[config.mk]
export PLATFORM = sky130hd
export DESIGN_NAME = updown_step_ctrl
export DESIGN_NICKNAME = d
export VERILOG_FILES = /design/src/rtl/updown_step_ctrl.sv
export SDC_FILE = /design/constraint.sdc
export NUM_CORES = 1
export LEC_CHECK = 0
export BUFFER_PORTS_ARGS = -buffer_cell sky130_fd_sc_hd__buf_2
export CELL_PAD_IN_SITES_DETAIL_PLACEMENT = 1
export CELL_PAD_IN_SITES_GLOBAL_PLACEMENT = 1
export CORE_MARGIN = 2
export CORE_UTILIZATION = 34
export DETAILED_ROUTE_END_ITERATION = 7
export GPL_ROUTABILITY_DRIVEN = 0
export PLACE_DENSITY_LB_ADDON = 0.1
export SLEW_MARGIN = 20
export SYNTH_ARGS = -nofsm -noshare
export SYNTH_HDL_FRONTEND = slang
export SYNTH_SLANG_ARGS = --single-unit
[constraint.sdc]
create_clock -name CLK -period 3.1 [get_ports CLK]
set_input_delay 0.465 -clock CLK [delete_from_list [all_inputs] [get_ports CLK]]
set_output_delay 0.465 -clock CLK [all_outputs]
set_load 0.02 [all_outputs]
[src/rtl/updown_step_ctrl.sv]
// Run/pause/stop sequencer for a 4-bit up/down LED counter.
// Buttons -> STEP/UP at a prescaled rate; tracks POS, bounce mode.
//
// Ports:
//   CLK, RESET (async, active high)
//   START_BTN, STOP_BTN, DIR_BTN : raw asynchronous buttons
//   MODE  : 0 free-run wrap, 1 bounce between LO and HI
//   STEP  : one-cycle counter enable
//   UP    : direction of current/next step (1 = +1)
//   POS   : position after the last step
//   STATE : 00 IDLE, 01 RUN, 10 PAUSE
//   BUSY  : STATE != IDLE
module updown_step_ctrl #(
  parameter int DIV_W = 23,
  parameter int CNT_W = 4,
  parameter int LO    = 0,
  parameter int HI    = 15
) (
  input  logic             CLK,
  input  logic             RESET,
  input  logic             START_BTN,
  input  logic             STOP_BTN,
  input  logic             DIR_BTN,
  input  logic             MODE,
  output logic             STEP,
  output logic             UP,
  output logic [CNT_W-1:0] POS,
  output logic [1:0]       STATE,
  output logic             BUSY
);

  typedef enum logic [1:0] {
    IDLE  = 2'b00,
    RUN   = 2'b01,
    PAUSE = 2'b10
  } state_e;

  localparam logic [CNT_W-1:0] LO_C = CNT_W'(LO);
  localparam logic [CNT_W-1:0] HI_C = CNT_W'(HI);

  state_e             state_q, state_d;
  logic [DIV_W-1:0]   presc_q, presc_d;
  logic [CNT_W-1:0]   pos_q, pos_d;
  logic               up_q, up_d;
  logic               step_q, step_d;

  // bit 0 start, bit 1 stop, bit 2 dir
  logic [2:0] btn;
  logic [2:0] sy1_q, sy2_q, sy3_q;
  logic [2:0] ev;
  logic       start_ev, stop_ev, dir_ev;
  logic       tick;
  logic       d;

  assign btn      = {DIR_BTN, STOP_BTN, START_BTN};
  assign ev       = sy2_q & ~sy3_q;
  assign start_ev = ev[0];
  assign stop_ev  = ev[1];
  assign dir_ev   = ev[2];

  always_ff @(posedge CLK or posedge RESET) begin
    if (RESET) begin
      sy1_q   <= '0;
      sy2_q   <= '0;
      sy3_q   <= '0;
      state_q <= IDLE;
      presc_q <= '0;
      pos_q   <= LO_C;
      up_q    <= 1'b1;
      step_q  <= 1'b0;
    end else begin
      sy1_q   <= btn;
      sy2_q   <= sy1_q;
      sy3_q   <= sy2_q;
      state_q <= state_d;
      presc_q <= presc_d;
      pos_q   <= pos_d;
      up_q    <= up_d;
      step_q  <= step_d;
    end
  end

  always_comb begin
    state_d = state_q;
    presc_d = presc_q;
    pos_d   = pos_q;
    up_d    = up_q;
    step_d  = 1'b0;
    tick    = 1'b0;
    d       = up_q;

    case (state_q)
      IDLE: begin
        if (start_ev && !stop_ev) begin
          state_d = RUN;
          presc_d = '0;
        end
      end
      RUN: begin
        // stop wins over a tick on the same edge
        if (stop_ev) begin
          state_d = PAUSE;
        end else begin
          presc_d = presc_q + 1'b1;
          tick    = &presc_q;
        end
      end
      PAUSE: begin
        if (stop_ev) begin
          state_d = IDLE;
          pos_d   = LO_C;
          presc_d = '0;
        end else if (start_ev) begin
          state_d = RUN;
        end
      end
      default: state_d = IDLE;
    endcase

    // bounce limits override the stored direction
    if (MODE) begin
      if (pos_q >= HI_C) begin
        d = 1'b0;
      end else if (pos_q <= LO_C) begin
        d = 1'b1;
      end
    end

    if (tick) begin
      pos_d  = d ? pos_q + 1'b1 : pos_q - 1'b1;
      step_d = 1'b1;
      up_d   = d;
    end

    // toggle applies after the step's own direction choice
    if (dir_ev) begin
      up_d = tick ? ~d : ~up_q;
    end
  end

  assign STEP  = step_q;
  assign UP    = up_q;
  assign POS   = pos_q;
  assign STATE = state_q;
  assign BUSY  = (state_q != IDLE);

endmodule

==> results of run 1 <==
==> Yosys cell counts (3+ instances only) <==
cell type and number:
o31ai_1 4, nand2b_1 4, and4_1 3, and3_1 3, a211oi_1 3, a21oi_1 8, xnor2_1 13, nand4_1 5
or3_1 4, a2111oi_0 8, o21ai_0 16, ha_1 3, nand3_1 13, and2_1 3, clkbuf_1 5, inv_1 6
nor2_1 17, a211o_1 3, nand2_1 18, dfrtp_1 39, nor2b_1 6
==> logic make-up after synthesis <==
group	synth area share (%)
AND/OR/NAND/NOR	23.0
AO/OA/AOI/OAI	14.4
flip-flops	49.7
XOR/XNOR	6.08
buffers and inverters	2.98
adder cells (fa/ha/maj)	2.85
multiplexers	1.05
==> per-layer routing <==
layer	up-vias	part of all wire, %	global-route usage, %
met5	-	0	0
met4	0	2.5	8.31
met3	11	2.4	3.00
met2	23	50	28.8
met1	817	45	20.0
li1	760	-	-
==> final timing paths <==
path,to,slack (ns),cells after the start
max,POS[3],0.56,10
min,sy1_q[0],0.26,1
max reg2reg,POS[3],0.56,10
min reg2reg,sy2_q[1],0.36,0
max in group asynchronous,UP,2.11,3
min in group asynchronous,sy1_q[2],0.32,2
==> registers in the layout, indices dropped and copies added, names as in the netlist <==
signal / flops
sy1_q: 3
POS: 4
STATE: 2
presc_q: 23
STEP: 1
sy2_q: 3
sy3_q: 3
UP: 1
==> placed cells by master (no fill, tap or decap), types with 2 or more instances in the layout <==
cell type,count
a211oi_1,3
nor2b_1,6
nand2_1,18
or3_1,4
a211o_1,3
nand4_1,5
clkbuf_8,5
o21ai_0,16
a2111oi_0,8
buf_2,14
nand2b_1,4
nor2_1,17
nand3_1,13
and2_1,3
o31ai_1,4
and3_1,3
xnor2_1,13
a21oi_1,8
and4_1,3
buf_4,2
ha_1,3
inv_1,6
dfrtp_1,39
==> power groups by stage <==
stage | Sequential [mW] | Clock, mW | Combinational (mW)
after global routing | 0.633 | 0.474 | 0.384
final | 0.620 | 0.437 | 0.338
after global placement | 0.627 | 0 | 0.324
after detailed placement | 0.631 | 0 | 0.343
after CTS | 0.620 | 0.452 | 0.344
after floorplan | 0.650 | 0 | 0.212
==> cell type report <==
cell class	count	area, sq um	share of cell area, %
sequential	40	1000	43.8
inverter	6	22.5	0.984
clock buffer	5	68.8	3.01
timing repair buffer	17	105	4.59
tap	75	93.8	4.10
clock inverter	3	42.5	1.86
multi-input combinational	149	955	41.7
==> critical path, stage by stage (launching register included) <==
cell	delay, ns
dfrtp_1	0.46
nor4b_1	0.32
o21bai_1	0.14
nand2_1	0.14
inv_1	0.10
ha_1	0.28
a21o_1	0.15
a21oi_1	0.28
a21oi_1	0.10
nor4bb_1	0.38
a211o_1	0.14
==> stage by stage <==
| stage | total power [mW] | setup WS, ns | area (sq um) | std cells |
|---|---|---|---|---|
| after global placement | 0.951 | 0.761 | 2180 | 287 |
| after detailed placement | 0.973 | 0.564 | 2180 | 287 |
| after floorplan | 0.862 | 0.796 | 2020 | 202 |
| after global routing | 1.49 | 0.384 | 2290 | 295 |
| after CTS | 1.42 | 0.581 | 2290 | 295 |
| final | 1.40 | 0.559 | 2290 | 295 |
==> results by group, run 1 <==
Worst setup path
  – Worst setup EP type: register
  – Crit-path max FO: 6
  – Crit path launch: POS[1]
  – CP startpoint kind: register
  – Crit path kind: register to register
  – CP required: about 3.4 ns
  – Arrival @ worst endpoint: between 2 and 3 ns
  – Reg-to-Reg Start: POS[1]

Detailed routing
  – Avg Vias per Cell: approximately 5.5
  – Initial drt markers: between 50 and 60
  – Vias: 1611
  – Routed Antenna Nets: 0
  – DRT Wirelength: 4750 um
  – Pre-antenna DRT Iters: 4
  – Avg WL per Cell: about 16 um
  – Post-route DRC: 0

Logic synthesis
  – Net Count, Synth: ~210
  – Synth area leaders: dfrtp_1 (48%), xnor2_1 (5.6%), o21ai_0 (4.0%)
  – Cell variety after synth: 39
  – Ys Warns: 0
  – Post-synthesis instance total: between 200 and 250
  – Post-synth EDFFs: 0
  – Syn Area/Cell: between 9 and 10 sq um
  – Sequential fraction of the synthesis area: approximately half
  – Register bit total from synthesis: 40
  – Async SR Flop Fraction: 100%
  – Cell taking the most area after synthesis: dfrtp_1
  – Ys flop type: dfrtp_1
  – Synthesized area: a little over 2000 sq um
  – Yosys top cell area share: between 40% and 50%

Clock tree
  – Clk pin slew, worst setup/hold paths: about 0.080 ns
  – Clock Latency Late Sink: ~0.3 ns
  – Htree depth: 2
  – Hold buffers post-CTS: 0
  – Setup Fix Bufs, Post-CTS: 0
  – CTS buffer count: 5
  – CTS tree: done
  – CTS max path bufs: 2
  – # clock sinks: 40
  – Clock Tree Root: clkbuf_8
  – CTS resizes: 0

Power
  – Internal: 0.931 mW
  – Power Dens Cells: 609 nW/um^2
  – Flop pwr share: around 44%
  – Switching Fraction: between 30% and 40%
  – Net switching power: roughly 0.46 mW
  – Clock network power share: 31.3%
  – Static Leak: a little over 1 nW
  – Worst ir drop on vdd: approximately 250 uV
  – Comb power frac: 24.2%

Final layout
  – N_diodes: 0
  – Final core occ: between 30 and 40%
  – Fill count: around 690
  – Final #Nets: between 200 and 250
  – Area Growth Syn to Fin: 13.5%
  – Share of cells above drive strength 1: roughly 14%

STA
  – Fmax: just under 400 MHz
  – # setup viols final: 0
  – Worst hold slack: 0.261 ns
  – Relative slew slack: 43.1%
  – Final-report hold violation count: 0
  – Slew Viols, Final: 0
  – Actual slew at the worst max-slew pin: ~0.85 ns
  – Final setup TNS: 0 ns
  – Final period util: between 80 and 90%
  – Final critical-path required period: about 2.5 ns
  – Clock Skews: roughly 0.0053 ns
  – RSZ-0062 raised after global routing: no

Global route
  – GRT overflow: 0
  – First-pass GRT wire length: approximately 8300 um
  – GRT Overall Usage: about 17%
  – Pin count of the biggest net entering global routing: 22
  – Initial antenna violation count: 0
  – Vias in the first global route: roughly 1700

Worst hold path
  – Hold crit path type: input port to register
  – Worst hold path startpoint: START_BTN

Job
  – Maxcap violations: 0

Placed design
  – Port Buf Inserts: 14
  – Placed wire-length estimate: approximately 3400 um

Status
  – Status: completed

Floorplan
  – Die Ht: between 80 and 90 um
  – Starting Density: between 30% and 40%
  – Number of I/O pins: 15
  – Die X: around 81 um
  – Cell Rows: 28
  – Core Area: 5820 sq um
  – Die area: 6560 sq um
Note: power is estimated with default switching activity, not from simulation.
==> run 2: changes to the inputs <==
clock period = 2.1 ns   (was 3.1 ns; I/O delays follow)
==> run 2 against run 1 <==
  * The flow now finishes with violations (setup timing)
  * Clock skew grew 0.00090 ns
  * Fmax up 12%
  * Worst setup slack lost 0.73 ns
  * Via count increased by 7.1%
  * Core utilization grew 5.2 points
  * First-iteration DRC count fell by 12%
  * Wire length rose by 10%
  * Combinational power up 150%
  * Register-to-register slack worse by 0.73 ns
  * Flip-flop and latch count unchanged
  * Critical endpoint unchanged
  * Largest cell class is now multi-input combinational cells
  * Largest power group unchanged
==> results by group, run 2 (synthesized netlist as in run 1, its figures left out) <==
Status
  – Status: finished with violations
  – Failing checks: setup timing

Worst setup path
  – Worst setup EP type: register
  – Worst reg-to-reg path cell count: 10 (unchanged)
  – Crit path kind: register to register
  – Reg-to-reg slack, setup: -0.17 ns (-0.73 ns)
  – Crit-path max FO: 3 (-3)
  – Arrival @ worst endpoint: 2.45 ns (-0.34 ns)
  – R2r endpoint: POS[3]
  – CP startpoint kind: register
  – Reg-to-Reg Start: POS[1]
  – CP required: 2.28 ns (-1.07 ns)

Global route
  – Initial antenna violation count: 0 (unchanged)
  – Pin count of the biggest net entering global routing: 23 (+4.5%)
  – Vias in the first global route: 1812 (+7.0%)
  – GR Layer Usage met3: 3.56% (+0.56 points)
  – GRT busiest layer: met2
  – GRT overflow: 0 (unchanged)
  – Global-route met2 utilization: 30.8% (+2.0 points)
  – First-pass GRT wire length: 8940 um (+7.3%)
  – GRT Overall Usage: 17.8% (+1.1 points)
  – M1 GR Usage: 22.2% (+2.2 points)

Detailed routing
  – Routed Antenna Nets: 0 (unchanged)
  – DRT Wirelength: 5250 um (+10%)
  – Vias: 1725 (+7.1%)
  – Pre-antenna DRT Iters: 5 (+1)
  – Avg Vias per Cell: 5.31 (-2.8%)
  – Avg WL per Cell: 16.1 um (+0.26%)
  – Initial drt markers: 50 (-12%)
  – Post-route DRC: 0 (unchanged)

Final layout
  – Final #Nets: 259 (+13%)
  – N_diodes: 0 (unchanged)
  – Share of cells above drive strength 1: 29.6% (+16 points)
  – Final Cell Area: 2590 sq um (+13%)
  – Area Growth Syn to Fin: 28.6%
  – Commonest non-fill, non-tap cell in the layout: dfrtp_1
  – Non-Filler Instances: 325 (+10%)
  – Largest register FFs: 23 (unchanged)
  – Top reg by flops: presc_q
  – Most frequent cells in the layout: dfrtp_1 (36), buf_4 (31), nand2_1 (17), nor2_1 (17), o21ai_0 (15)

Clock tree
  – # clock sinks: 40 (unchanged)
  – Hold buffers post-CTS: 0 (unchanged)
  – Clock Latency Late Sink: 0.30 ns (about the same)
  – Htree depth: 2 (unchanged)
  – Clock Tree Root: clkbuf_8
  – CTS tree: done
  – Clk pin slew, worst setup/hold paths: 0.09 ns (about the same)
  – CTS buffer count: 5 (unchanged)
  – CTS max path bufs: 2 (unchanged)

Floorplan
  – Starting Density: 34.7% (unchanged)
  – Core Area: 5820 sq um (unchanged)
  – Die Ht: 81.0 um (unchanged)
  – Die X: 81.0 um (unchanged)
  – Cell Rows: 28 (unchanged)
  – Number of I/O pins: 15 (unchanged)
  – Die area: 6560 sq um (unchanged)

STA
  – Slew Viols, Final: 0 (unchanged)
  – Setup ws final: -0.171 ns (-0.730 ns)
  – Relative slew slack: 66.8% (+24 points)
  – # setup viols final: 1 (+1)
  – Clock Skews: 0.00619 ns (+0.000903 ns)
  – Final-report hold violation count: 0 (unchanged)
  – Worst hold slack: 0.0733 ns (-0.188 ns)
  – RSZ-0062 raised after global routing: yes
  – Fmax: 440 MHz (+12%)
  – Final period util: 108% (+26 points)
  – Actual slew at the worst max-slew pin: 0.485 ns (-0.368 ns)
  – Final critical-path required period: 2.27 ns (-0.270 ns)

Power
  – Power Dens Cells: 934 nW/um^2 (+53%)
  – Static Leak: 1.16 nW (+14%)
  – Worst ir drop on vdd: 445 uV (+76%)

Placed design
  – Pre-CTS setup slack: -0.0550 ns (-0.619 ns)
  – Placed wire-length estimate: 3520 um (+4.6%)
  – Placed Area: 2330 sq um (+7.0%)
  – Inst Count DP: 304 (+5.9%)
  – Port Buf Inserts: 14 (unchanged)

Worst hold path
  – Hold crit path type: input port to async pin

Job
  – Maxcap violations: 0 (unchanged)
==> run 2: cell types whose count changed in the layout (fill, tap and decap cells not counted), moves of 3 or more <==
cell / change
dfrtp_2: +3
dfrtp_1: -3
buf_4: +29
a2111oi_0: -6
a2111oi_1: +5
==> run 2: how the worst max path moves through the flow <==
stage | startpoint | end | slack (ns) | depth (start not counted)
after floorplan | POS[1] | POS[3] | 0.003 | 10
after detailed placement | POS[3] | POS[3] | -0.06 | 10
after CTS | POS[1] | POS[3] | -0.04 | 10
after global routing | POS[3] | POS[3] | -0.30 | 10
after global placement | sy3_q[0] | presc_q[11] | 0.11 | 6
final | POS[1] | POS[3] | -0.17 | 10
==> run 2: worst max-delay path, stage by stage (launching register included) <==
cell	delay, ns
dfrtp_2	0.44
nor4b_4	0.29
o21bai_1	0.15
nand2_1	0.13
inv_2	0.08
ha_4	0.21
a21o_1	0.16
a21oi_2	0.18
nand3_1	0.10
nor4bb_2	0.17
a211o_1	0.24
==> run 2: routing by layer <==
layer  vias to the layer above  share of wire [%]
li1                        821                  -
met1                       879                 46
met2                        16                 50
met3                         9                2.1
met4                         0                1.7
met5                         -                  0
==> run 2: layout make-up <==
class,count,area (sq um)
clock buffers,5,68.8
clock inverters,3,46.3
fillers,678,3220
inverters,6,22.5
multi-input cells,149,1020
flip-flops and latches,40,1010
well taps,75,93.8
repair buffers,47,334
==> run 2: what timing repair did <==
item / in CTS / in global routing
endpoints found under the setup margin: 2 / 11
pin swaps: 6 / 10
setup buffers: 8 / 5
gates resized for setup: 2 / 15
==> run 2: metrics by stage <==
stage	util, %	TNS [ns]	power [mW]
floorplan	-	0	1.31
global placement	40.1	0	1.51
detailed placement	40.1	-0.0550	1.55
CTS	43.4	-0.0380	2.34
global route	44.6	-0.344	2.57
finish	44.6	-0.171	2.42
==> run 2: power breakdown <==
group | switching [mW] | total [mW] | internal, mW
clock | 0.293 | 0.651 | 0.358
combinational | 0.424 | 0.843 | 0.419
sequential | 0.0843 | 0.928 | 0.844
==> run 3: changes to the inputs <==
SKIP_CTS_REPAIR_TIMING = 1   (was default)
==> run 3 against run 2 <==
  * The run still ends with setup timing left
  * Clock skew up 0.0024 ns
  * Sequential power shrank 0.9%
  * Combinational power down 21%
  * Total power shrank 7.3%
  * Largest power group unchanged
  * Highest routed layer unchanged
==> results by group, run 3 (synthesized netlist as in run 1, its figures left out) <==
Power
  – Internal: 1.50 mW (-7.6%)
  – Net switching power: 0.748 mW (-6.6%)
  – Clock network power share: 29.3% (+2.4 points)
  – Static Leak: 1.12 nW (-3.4%)
  – Power Dens Cells: 892 nW/um^2 (-4.5%)
  – Worst ir drop on vdd: 446 uV (+0.12%)
  – Flop pwr share: 41.0% (+2.7 points)
  – Switching Fraction: 33.3% (+0.24 points)
  – Comb power frac: 29.8% (-5.0 points)

Global route
  – Pin count of the biggest net entering global routing: 23 (unchanged)
  – Vias in the first global route: 1748 (-3.5%)
  – Initial antenna violation count: 0 (unchanged)
  – First-pass GRT wire length: 8510 um (-4.8%)
  – GRT overflow: 0 (unchanged)
  – GRT Overall Usage: 17.0% (-0.85 points)

Clock tree
  – CTS max path bufs: 2 (unchanged)
  – CTS buffer count: 5 (unchanged)
  – CTS tree: done
  – Clock Tree Root: clkbuf_8
  – Clock Latency Late Sink: 0.30 ns (about the same)
  – # clock sinks: 40 (unchanged)
  – Htree depth: 2 (unchanged)
  – Clk pin slew, worst setup/hold paths: 0.09 ns (about the same)

Status
  – Status: finished with violations
  – Failing checks: setup timing

Worst setup path
  – CP required: 2.28 ns (about the same)
  – Crit path kind: register to register
  – R2r endpoint: POS[3]
  – Reg-to-Reg Start: POS[1]
  – Crit-path max FO: 3 (unchanged)
  – Slowest CP cell: dfrtp_2
  – Worst reg-to-reg path cell count: 10 (unchanged)
  – Worst setup EP type: register
  – Max incr delay on CP: 0.44 ns (about the same)
  – Arrival @ worst endpoint: 2.37 ns (-0.08 ns)
  – Worst path cell trace: nor4b_4 > o21bai_1 > nand2_1 > inv_2 > ha_4 > a21o_1 > a21oi_2 > nand3_1 > nor4bb_4 > a211o_1
  – CP startpoint kind: register
  – Reg-to-reg slack, setup: -0.09 ns (+0.08 ns)

STA
  – Final period util: 104% (-4.0 points)
  – Final critical-path required period: 2.19 ns (-0.0838 ns)
  – Relative slew slack: 66.6% (-0.23 points)
  – RSZ-0062 raised after global routing: yes
  – Clock Skews: 0.00861 ns (+0.00242 ns)
  – Final setup TNS: -0.0876 ns (+0.0838 ns)
  – Setup ws final: -0.0876 ns (+0.0838 ns)
  – Slew Viols, Final: 0 (unchanged)
  – # setup viols final: 1 (unchanged)
  – Final-report hold violation count: 0 (unchanged)
  – Fmax: 457 MHz (+3.8%)
  – Actual slew at the worst max-slew pin: 0.489 ns (+0.00330 ns)

Floorplan
  – Die Ht: 81.0 um (unchanged)
  – Core Area: 5820 sq um (unchanged)
  – Starting Density: 34.7% (unchanged)
  – Number of I/O pins: 15 (unchanged)
  – Die X: 81.0 um (unchanged)
  – Cell Rows: 28 (unchanged)
  – Die area: 6560 sq um (unchanged)

Final layout
  – Area Growth Syn to Fin: 24.8%
  – Register area: 1010 sq um (unchanged)
  – Top reg by flops: presc_q
  – Largest register FFs: 23 (unchanged)
  – Final core occ: 43.3% (-1.3 points)
  – Final Cell Area: 2520 sq um (-2.9%)
  – Multi-input gate area: 1020 sq um (+0.24%)
  – Final #Nets: 249 (-3.9%)
  – Share of cells above drive strength 1: 25.8% (-3.8 points)
  – N_diodes: 0 (unchanged)
  – Most frequent cells in the layout: dfrtp_1 (36), buf_4 (22), nand2_1 (18), nor2_1 (17), o21ai_0 (15)
  – Commonest non-fill, non-tap cell in the layout: dfrtp_1
  – Fill count: 675 (-0.44%)

Detailed routing
  – DRT Wirelength: 4880 um (-7.0%)
  – Routed Antenna Nets: 0 (unchanged)
  – Avg Vias per Cell: 5.25 (-1.0%)
  – Vias: 1655 (-4.1%)
  – Initial drt markers: 35 (-30%)
  – Post-route DRC: 0 (unchanged)
  – Pre-antenna DRT Iters: 4 (-1)
  – Avg WL per Cell: 15.5 um (-4.0%)

Placed design
  – Placed Area: 2330 sq um (unchanged)
  – Placed wire-length estimate: 3520 um (unchanged)
  – Port Buf Inserts: 14 (unchanged)

Worst hold path
  – Hold crit path type: input port to async pin

Job
  – Maxcap violations: 0 (unchanged)
run 3: cell types whose count changed in the layout (fill, tap and decap cells not counted):
cell and change:
nand2_1 +1, mux2i_2 -1, nor4bb_2 -1, buf_4 -9, buf_6 -1, nor4bb_4 +1
nand2_2 -1, mux2i_1 +1
run 3: worst max-delay path, delay by kind of cell, from the launching register on:
| kind | cells | cell delay, ns |
|---|---|---|
| AOI/OAI and AO/OA | 4 | 0.73 |
| and+or+nand+nor | 4 | 0.64 |
| DFF | 1 | 0.44 |
| adders and majority gates | 1 | 0.20 |
| buffers and inverters | 1 | 0.06 |
run 3: metal layers:
layer / track usage [%] / up-vias / part of all wire [%]
met2: 29.6 / 13 / 50
met3: 3.67 / 7 / 2.2
met5: 0 / - / 0
met4: 5.25 / 0 / 1.2
met1: 21.0 / 836 / 47
li1: - / 799 / -
run 3: power by group through the flow:
| stage | Sequential [mW] | Combinational (mW) | Clock (mW) |
|---|---|---|---|
| 2_1_floorplan | 0.970 | 0.338 | 0 |
| 3_3_place_gp | 0.921 | 0.592 | 0 |
| 3_5_place_dp | 0.925 | 0.627 | 0 |
| 4_1_cts | 0.912 | 0.626 | 0.679 |
| 5_1_grt | 0.931 | 0.745 | 0.706 |
| 6_report | 0.920 | 0.668 | 0.657 |
run 3: layout make-up:
type	count	share of cell area, %
Clock buffer	5	2.73
Clock inverter	3	1.84
Inverter	6	0.895
Multi-Input combinational cell	149	40.7
Sequential cell	40	40.0
Tap cell	75	3.73
Timing Repair Buffer	37	10.1
run 3: worst max-delay path by stage:
stage          startpoint     endpoint  slack, ns  depth (start not counted)
6_report           POS[1]       POS[3]      -0.09                         10
5_1_grt            POS[1]       POS[3]      -0.17                         10
4_1_cts            POS[3]       POS[3]      -0.07                         10
3_5_place_dp       POS[3]       POS[3]      -0.06                         10
3_3_place_gp     sy3_q[0]  presc_q[11]       0.11                          6
2_1_floorplan      POS[1]       POS[3]      0.003                         10
run 3: per-stage QoR:
step	hold slack [ns]	std cells	power, mW	setup WS [ns]
floorplan	0.331	202	1.31	0.00334
global placement	0.332	304	1.51	0.114
detailed placement	0.339	304	1.55	-0.0550
CTS	0.0603	312	2.22	-0.0653
global route	0.0693	315	2.38	-0.172
finish	0.0699	315	2.25	-0.0876
